==> config.mk <==
export PLATFORM = sky130hd
export DESIGN_NAME = chaos_sbox_gen
export DESIGN_NICKNAME = d
export VERILOG_FILES = /design/src/rtl/chaos_pkg.sv /design/src/rtl/chaos_sbox_gen_ram.sv /design/src/rtl/chaos_sbox_gen.sv
export SDC_FILE = /design/constraint.sdc
export NUM_CORES = 2
export LEC_CHECK = 0
export BUFFER_PORTS_ARGS = -buffer_cell sky130_fd_sc_hd__buf_4
export CAP_MARGIN = 25
export CORE_MARGIN = 3
export CORE_UTILIZATION = 29
export DETAILED_ROUTE_END_ITERATION = 12
export SYNTH_ARGS = -nofsm -noshare
export SYNTH_HDL_FRONTEND = slang
export SYNTH_SLANG_ARGS = --single-unit
==> constraint.sdc <==
create_clock -name clk -period 12.25 [get_ports clk]
set_clock_uncertainty 0.15 [all_clocks]
set_input_delay 1.225 -clock clk [delete_from_list [all_inputs] [get_ports clk]]
set_output_delay 1.225 -clock clk [all_outputs]
set_load 0.02 [all_outputs]
==> src/rtl/chaos_pkg.sv <==
// Shared types and helpers for the chaos S-box generator: FSM state encoding,
// the sample fold and the table-depth helper.
package chaos_pkg;

  typedef enum logic [1:0] {
    IDLE  = 2'd0,
    FETCH = 2'd1,
    PROBE = 2'd2,
    DONE  = 2'd3
  } state_t;

  function automatic int sbox_depth(input int bw);
    return 1 << bw;
  endfunction

  // XOR of the top and bottom bw bits of a precision-bit sample (zero-extended to 64 bits).
  function automatic logic [15:0] sbox_fold(input logic [63:0] sample, input int precision,
                                            input int bw);
    logic [63:0] mask;
    mask = (64'd1 << bw) - 64'd1;
    return 16'(((sample >> (precision - bw)) ^ sample) & mask);
  endfunction

endpackage

==> src/rtl/chaos_sbox_gen_ram.sv <==
// DEPTH x WIDTH table RAM: one synchronous write port, one registered read port.
// Read is 1-cycle latency, read-before-write on address collision; contents are not reset.
module sbox_ram
  import chaos_pkg::*;
#(
  parameter int WIDTH = 8
) (
  input  logic             clk,
  input  logic             reset,
  input  logic             we,
  input  logic [WIDTH-1:0] wr_addr,
  input  logic [WIDTH-1:0] wr_data,
  input  logic [WIDTH-1:0] rd_addr,
  output logic [WIDTH-1:0] rd_data
);

  localparam int DEPTH = sbox_depth(WIDTH);

  logic [WIDTH-1:0] mem [DEPTH];

  always_ff @(posedge clk) begin
    if (we) begin
      mem[wr_addr] <= wr_data;
    end
  end

  always_ff @(posedge clk) begin
    if (reset) begin
      rd_data <= '0;
    end else begin
      rd_data <= mem[rd_addr];
    end
  end

endmodule

==> src/rtl/chaos_sbox_gen.sv <==
// Builds a bijective 2^BIT_WIDTH S-box from folded chaotic samples, resolving collisions by
// linear probing; s_tready only in FETCH. Optional inverse table under `INV_SBOX_EN.
module chaos_sbox_gen
  import chaos_pkg::*;
#(
  parameter int PRECISION = 32,
  parameter int BIT_WIDTH = 8
) (
  input  logic                 clk,
  input  logic                 reset,
  input  logic                 start,
  input  logic                 s_tvalid,
  output logic                 s_tready,
  input  logic [PRECISION-1:0] s_tdata,
  output logic                 busy,
  output logic                 done_sbox,
  input  logic [BIT_WIDTH-1:0] rd_addr,
  output logic [BIT_WIDTH-1:0] rd_data
`ifdef INV_SBOX_EN
  ,
  input  logic [BIT_WIDTH-1:0] inv_rd_addr,
  output logic [BIT_WIDTH-1:0] inv_rd_data
`endif
);

  localparam int DEPTH = sbox_depth(BIT_WIDTH);
  localparam logic [BIT_WIDTH:0] LAST_IDX = {1'b0, {BIT_WIDTH{1'b1}}};

  state_t                 state;
  state_t                 state_nxt;
  logic [DEPTH-1:0]       used;
  logic [BIT_WIDTH:0]     idx;
  logic [BIT_WIDTH-1:0]   cand;
  logic                   clear;
  logic                   accept;
  logic                   slot_free;
  logic                   wr_en;

  assign accept    = s_tready && s_tvalid;
  assign slot_free = !used[cand];
  assign wr_en     = (state == PROBE) && slot_free && !reset;

  always_comb begin
    state_nxt = state;
    s_tready  = 1'b0;
    busy      = 1'b0;
    done_sbox = 1'b0;
    clear     = 1'b0;
    case (state)
      IDLE: begin
        if (start) begin
          clear     = 1'b1;
          state_nxt = FETCH;
        end
      end
      FETCH: begin
        s_tready = 1'b1;
        busy     = 1'b1;
        if (s_tvalid) begin
          state_nxt = PROBE;
        end
      end
      PROBE: begin
        busy = 1'b1;
        if (slot_free) begin
          state_nxt = (idx == LAST_IDX) ? DONE : FETCH;
        end
      end
      DONE: begin
        done_sbox = 1'b1;
        if (start) begin
          clear     = 1'b1;
          state_nxt = FETCH;
        end
      end
      default: state_nxt = IDLE;
    endcase
  end

  always_ff @(posedge clk) begin
    if (reset) begin
      state <= IDLE;
      used  <= '0;
      idx   <= '0;
      cand  <= '0;
    end else begin
      state <= state_nxt;
      if (clear) begin
        used <= '0;
        idx  <= '0;
      end
      if (accept) begin
        cand <= BIT_WIDTH'(sbox_fold(64'(s_tdata), PRECISION, BIT_WIDTH));
      end
      // Occupied slot: step to the next candidate, wrapping at the table end.
      if (wr_en) begin
        used[cand] <= 1'b1;
        idx        <= idx + (BIT_WIDTH + 1)'(1);
      end else if (state == PROBE) begin
        cand <= cand + BIT_WIDTH'(1);
      end
    end
  end

  sbox_ram #(.WIDTH(BIT_WIDTH)) u_fwd_ram (
    .clk     (clk),
    .reset   (reset),
    .we      (wr_en),
    .wr_addr (idx[BIT_WIDTH-1:0]),
    .wr_data (cand),
    .rd_addr (rd_addr),
    .rd_data (rd_data)
  );

`ifdef INV_SBOX_EN
  sbox_ram #(.WIDTH(BIT_WIDTH)) u_inv_ram (
    .clk     (clk),
    .reset   (reset),
    .we      (wr_en),
    .wr_addr (cand),
    .wr_data (idx[BIT_WIDTH-1:0]),
    .rd_addr (inv_rd_addr),
    .rd_data (inv_rd_data)
  );
`endif

endmodule

=== After elaboration in Yosys (flattened, before gate mapping) ===
Memory sizes are Yosys's and may differ from the RTL's. A register that Yosys moved wholly into a read port is not among the register bits.
Cells that the tools add are included.

* Reductions and logical operators: 11
* Bitwise operators: 2
* $add $sub $neg: 2
* Mux-type cells: 24
* Equal/unequal tests: 7
* $lt $le $gt $ge: 2

{| class="wikitable"
|+ Operator list
! operator !! count
|-
| two-way mux 256 bit || 3
|-
| OR 256 bit || 1
|-
| two-way mux 8 bit || 3
|-
| two-way mux 9 bit || 2
|-
| adder 9 x 1 -> 9 bit, second input constant || 1
|-
| == test 9 x 8 -> 1 bit, second input constant || 1
|-
| less-than comparator 8 x 9 -> 1 bit, second input constant || 1
|-
| two-way mux 1 bit || 9
|-
| adder 8 x 1 -> 8 bit, second input constant || 1
|-
| binary-select mux 1 bit (select 8 bit) || 1
|-
| demux 1 bit (select 8 bit) || 1
|-
| >= comparator 8 x 1 -> 1 bit, second input constant || 1
|-
| two-way mux 2 bit || 4
|-
| bitwise XOR 8 bit || 1
|-
| one-hot mux 2 bit (3 select lines) || 1
|-
| == test 2 bit, second input constant || 2
|-
| logical AND 1 bit || 4
|-
| inequality test 2 bit, second input constant || 2
|-
| OR reduction 2 bit || 2
|-
| AND reduction 3 bit || 1
|-
| == test 2 x 1 -> 1 bit, second input constant || 1
|-
| zero test 1 bit || 2
|-
| zero test 2 bit || 1
|-
| inequality test 2 x 1 -> 1 bit, second input constant || 1
|-
| nonzero test 2 bit || 1
|}

* Output and inout bits: 11
* Bits in writable memories: 2048
* Logic and storage cells: 53
* Memories kept: 1
* Register bits after elaboration: 275

{| class="wikitable"
|+ Memory list
! memory !! words !! bits a word !! read ports !! clocked after Yosys merged registers in !! wr ports !! line !! source
|-
| u_fwd_ram.mem || 256 || 8 || 1 || 1 || 1 || chaos_sbox_gen_ram.sv:19 || <nowiki>logic [WIDTH-1:0] mem [DEPTH];</nowiki>
|}

=== Logic depth before layout (Yosys ltp) ===
* Depth in word-level cells: 7
* Gate-level depth with buffers: 15

=== Cells and area by module ===
Synthesis repeated with hierarchy kept, for this count alone.

* Cells, all modules: 5217
* Area total of the unflattened synthesis: 92702.7 um^2

{| class="wikitable"
|+ Modules (own cells, without submodules)
! module !! area each (um^2) !! instances !! cells an instance
|-
| sbox_ram || 80597.3 || 1 || 4027
|-
| chaos_sbox_gen || 12105.4 || 1 || 1190
|}

=== Worst setup path after synthesis ===
No wires, ideal clock.

* Kind: reg-to-reg
* Start: register cand[0]
* End: memory u_fwd_ram.mem[157][0], enable pin
* Setup time: 0.383 ns
* Stages on the path, launching flop included: 12
* Clock period less this slack: 7.497 ns
* Path slack: 4.753 ns
* Data required time: 11.717 ns
* Arrival: 6.964 ns
* Cell sequence: dfxtp_1 buf_2 mux4_2 mux4_2 nor2_1 nor4_1 a2111oi_1 or2_1 buf_4 nand2_2 buf_2 nor3_1

* Cells in the longest elaborated chain, start to end: 7

{| class="wikitable"
|+ Ends and longest elaborated chain
! element !! line !! source
|-
| start, declared || chaos_sbox_gen.sv:33 || <nowiki>logic [BIT_WIDTH-1:0] cand;</nowiki>
|-
| start signal, assigned || chaos_sbox_gen.sv:93 || <nowiki>cand <= BIT_WIDTH'(sbox_fold(64'(s_tdata), PRECISION, BIT_WIDTH));</nowiki>
|-
| start signal, assigned || chaos_sbox_gen.sv:100 || <nowiki>cand <= cand + BIT_WIDTH'(1);</nowiki>
|-
| binary-select mux 1 bit (select 8 bit) || chaos_sbox_gen.sv:40 || <nowiki>assign slot_free = !used[cand];</nowiki>
|-
| two-way mux 1 bit (implied by the code) || chaos_sbox_gen.sv:40 ||
|-
| zero test 1 bit || chaos_sbox_gen.sv:40 ||
|-
| logical AND 1 bit (2 in series) || chaos_sbox_gen.sv:41 || <nowiki>assign wr_en = (state == PROBE) && slot_free && !reset;</nowiki>
|-
| two-way mux 1 bit || chaos_sbox_gen_ram.sv:22 || <nowiki>if (we) begin</nowiki>
|-
| two-way mux 1 bit (implied by the code) || chaos_sbox_gen_ram.sv:23 || <nowiki>mem[wr_addr] <= wr_data;</nowiki>
|-
| end, declared || chaos_sbox_gen_ram.sv:19 ||
|}

No other way between the ends. The select of a mux whose other input is x is not followed.

=== Worst setup path in the final report ===
* Start: register cand[1]
* End: memory u_fwd_ram.mem[62][0], enable pin

Same word-level chain as after synthesis.

==> run_results.csv <==
group,metric,value,unit
route,drt_pass1_iterations,6,
power_and_ir_drop,worst_ir_drop_vdd,158,uV
power_and_ir_drop,power_per_cell_area,165,nW/um^2
route,via_per_inst,5.10,
synth,synthSimpleGateAreaFrac,3.53,%
place,detailedPlacementHpwl,124,mm
route,via_count,45791,
clock_tree,cts_htree_levels,4,
synth,ys_seq_elements,2331,
synth,synthAdderAreaFrac,0.177,%
timing,timing.final.setup_violations,0,
power_and_ir_drop,lkg_pwr,0.0321,uW
synth,synth_enable_flop_cells,2048,
setup_path,critical_path_fanouts_max,82,
setup_path,reg2reg_to,"u_fwd_ram.mem[62][0]",
clock_tree,clock_insertion_delay_worst_skew,880,ps
synth,synth_compound_area_share,2.97,%
global_routing,grt_remaining_overflow,0,
die,rows,206,
synth,ys_top_cells_by_count,"sky130_fd_sc_hd__edfxtp_1 (2048), sky130_fd_sc_hd__mux4_2 (733), sky130_fd_sc_hd__nor2_1 (497)",
clock_tree,cts_resized,0,
timing,hold_violations,0,
setup_path,worst_ep_required_time,12650,ps
synth,synth.net_count,4654,
route,wl_per_cell,24.2,um
clock_tree,postCtsSetupRepairBufs,0,
synth,yosys.area.top_type_share,66.9,%
die,die_width,569,um
setup_path,crit_path_frequent_cell,"sky130_fd_sc_hd__buf_4",
clock_tree,cts_root_buf,"sky130_fd_sc_hd__clkbuf_16",
place,placement.io_buffers,38,
synth,synth.mux.area_fraction,18.4,%
global_routing,grt_pass1_vias,46271,
setup_path,crit_path_cell_trace,"buf_4 -> buf_4 -> mux4_2 -> a22oi_1 -> a41o_1 -> nand3_1 -> a2111oi_1 -> buf_4 -> or2_4 -> nand2_4 -> buf_4 -> nor3_1 -> buf_4",
run_status,outcome,"complete, no violations",
clock_tree,cts_max_path_buffers,4,
route,route.detailed.drc,0,
synth,synth.yosys.seq_area_share,73.0,%
synth,synthXorXnorAreaFrac,0.0857,%
hold_path,hold_class,"flop to flop",
setup_path,crit_path_start_kind,"flop",
die,start_util,29.2,%
global_routing,grt_start_max_net_pins,224,
place,place_ws,4490,ps
synth,synth_top_family_by_area,"multiplexers",
flow_run,max_cap_viol_count,0,
timing,maxSlewHeadroom,11.9,%
timing,layout_setup_ws,4530,ps
setup_path,r2r_setup_slack,4530,ps
global_routing,grt_use_total,13.1,%
global_routing,grt_pass1_wl,321,mm
clock_tree,cts_tree,"built",
global_routing,antenna_found_initial,7,
timing,tightestPinTransition,1320,ps
setup_path,reg2reg_from,"cand[1]",
setup_path,cp-endpoint,"u_fwd_ram.mem[62][0]",
die,die_h,569,um
die,pin_count,55,
synth,synth_area_leader_cell,"sky130_fd_sc_hd__edfxtp_1",
synth,most_common_cell_in_the_netlist,"sky130_fd_sc_hd__edfxtp_1",
setup_path,crit_path_top_delay_cell,"sky130_fd_sc_hd__buf_4",
timing,maxSlewViolCount,0,
cells_and_area,drive_gt1_share,26.0,%
synth,netlist_instances,4597,
setup_path,max_stage_delay,890,ps
synth,synth-main-ff-cell,"sky130_fd_sc_hd__edfxtp_1",
die,design.die.area,324000,um^2
setup_path,critical_path.endpoint_type,"flop",
setup_path,worstRegToRegCells,13,
synth,post_synth_main_area_contributors,"sky130_fd_sc_hd__edfxtp_1 (67%), sky130_fd_sc_hd__mux4_2 (18%), sky130_fd_sc_hd__dfxtp_1 (6.2%)",
clock_tree,postCtsHoldBufs,0,
route,final_wl,218,mm
cells_and_area,area.growth.synth_to_final,13.4,%
timing,final_period_minus_worst_setup_slack,7720,ps
synth,ys_async_sr_fraction,0,%
synth,netlist_area,92000,um^2
clock_tree,clkSlewWorstSetupHoldPaths,60,ps
synth,yosysWarningCount,0,
timing,tns,0,ps
route,drtIter0Drc,5077,
place,gp_congestion,0.746,
synth,synth.lib_cells_used.distinct,54,
route,drtAntennaViolNets,0,
timing,setup_repair_after_global_routing_missed_its_margin,"false",
setup_path,critical_path.startpoint,"cand[1]",
timing,min_period_over_period,63.0,%
cells_and_area,fin_nets,4699,
setup_path,worst_ep_arrival_time,8120,ps
clock_tree,clock_sink_count,2331,
synth,avgSynthCellArea,20.0,um^2
die,core_region_area,315000,um^2
clock_tree,number_of_buffers_created_by_cts,222,
timing,clock.fmax,130,MHz
setup_path,worst-setup-path-type,"flop to flop",
-- worst min path at each step --
stage,depth (start not counted),slack (ps),start,to
6_report,2,330,used[184],used[184]
2_1_floorplan,2,300,used[104],used[104]
4_1_cts,2,340,used[184],used[184]
3_3_place_gp,2,310,used[201],used[201]
5_1_grt,2,350,used[184],used[184]
3_5_place_dp,2,320,used[105],used[105]
-- state kept, by name (all words and copies together), names as in the netlist --
register / flops
used: 256
u_fwd_ram.mem: 2048
state: 2
u_fwd_ram.rd_data: 8
cand: 8
idx: 9
-- critical path, delay by kind of cell (launching register included) --
family | cells | cell delay [ps]
buffers and inverters | 5 | 2830
AND/OR/NAND/NOR | 4 | 2100
AO/OA/AOI/OAI | 3 | 890
flip-flops | 1 | 670
multiplexers | 1 | 600
-- where the power goes --
group | switching (uW) | total (uW) | internal [uW]
Sequential | 55.4 | 9010 | 8950
Combinational | 1140 | 1580 | 440
Clock | 2910 | 6620 | 3710
Total | 4100 | 17200 | 13100
-- routing by layer --
metal | track usage [%] | wire length (um) | up-vias
met2 | 21.0 | 105000 | 1625
met3 | 1.89 | 13800 | 295
li1 | - | - | 19216
met4 | 2.93 | 4390 | 2
met5 | 0 | 12 | -
met1 | 18.9 | 94800 | 24653
-- stage by stage --
| step | power [uW] | std cells | utilization, % | instance area (um^2) | hold WS (ps) |
|---|---|---|---|---|---|
| floorplan | 10200 | 4597 | - | 92000 | 298 |
| global placement | 10700 | 8530 | 30.7 | 96900 | 310 |
| detailed placement | 10700 | 8561 | 30.8 | 97100 | 321 |
| CTS | 17300 | 8963 | 33.0 | 104000 | 337 |
| global route | 17800 | 8981 | 33.1 | 104000 | 352 |
| finish | 17200 | 8983 | 33.1 | 104000 | 331 |
-- cell usage in the layout (no fill, tap or decap), types with 6 or more instances in the layout --
| cell | netlist | final |
|---|---|---|
| sky130_fd_sc_hd__a21oi_1 | 11 | 11 |
| sky130_fd_sc_hd__a22oi_1 | 22 | 22 |
| sky130_fd_sc_hd__a32oi_1 | 257 | 257 |
| sky130_fd_sc_hd__and2_1 | 16 | 16 |
| sky130_fd_sc_hd__and3_1 | 7 | 7 |
| sky130_fd_sc_hd__buf_12 | 0 | 12 |
| sky130_fd_sc_hd__buf_16 | 0 | 7 |
| sky130_fd_sc_hd__buf_2 | 67 | 12 |
| sky130_fd_sc_hd__buf_4 | 23 | 141 |
| sky130_fd_sc_hd__buf_8 | 0 | 10 |
| sky130_fd_sc_hd__bufinv_16 | 0 | 16 |
| sky130_fd_sc_hd__clkbuf_1 | 217 | 51 |
| sky130_fd_sc_hd__clkbuf_16 | 0 | 225 |
| sky130_fd_sc_hd__clkinv_1 | 0 | 43 |
| sky130_fd_sc_hd__clkinv_2 | 0 | 50 |
| sky130_fd_sc_hd__clkinvlp_4 | 0 | 8 |
| sky130_fd_sc_hd__dfxtp_1 | 283 | 275 |
| sky130_fd_sc_hd__dfxtp_4 | 0 | 8 |
| sky130_fd_sc_hd__edfxtp_1 | 2048 | 2048 |
| sky130_fd_sc_hd__ha_1 | 13 | 13 |
| sky130_fd_sc_hd__inv_1 | 15 | 15 |
| sky130_fd_sc_hd__mux2i_1 | 37 | 37 |
| sky130_fd_sc_hd__mux4_2 | 733 | 733 |
| sky130_fd_sc_hd__nand2_1 | 91 | 89 |
| sky130_fd_sc_hd__nand2b_1 | 9 | 9 |
| sky130_fd_sc_hd__nand3_1 | 12 | 12 |
| sky130_fd_sc_hd__nor2_1 | 497 | 496 |
| sky130_fd_sc_hd__nor2b_1 | 17 | 15 |
| sky130_fd_sc_hd__nor3_1 | 79 | 79 |
| sky130_fd_sc_hd__nor3b_1 | 7 | 7 |
| sky130_fd_sc_hd__xnor2_1 | 6 | 6 |
-- layout make-up --
type	count	area [um^2]
fill	29440	211000
sequential	2331	67200
multi-input combinational	1888	23200
clock buffer	278	5850
tap	4160	5200
timing repair buffer	184	1720
clock inverter	124	1040
inverter	15	56.3
antenna	3	7.51
-- cell families after synthesis --
logic type               Yosys count
flip-flops                      2331
AND/OR/NAND/NOR                  767
AO/OA/AOI/OAI                    325
XOR/XNOR                           9
multiplexers                     774
buffers and inverters            378
adder cells (fa/ha/maj)           13
No activity file was read; power rests on OpenSTA's default activity.
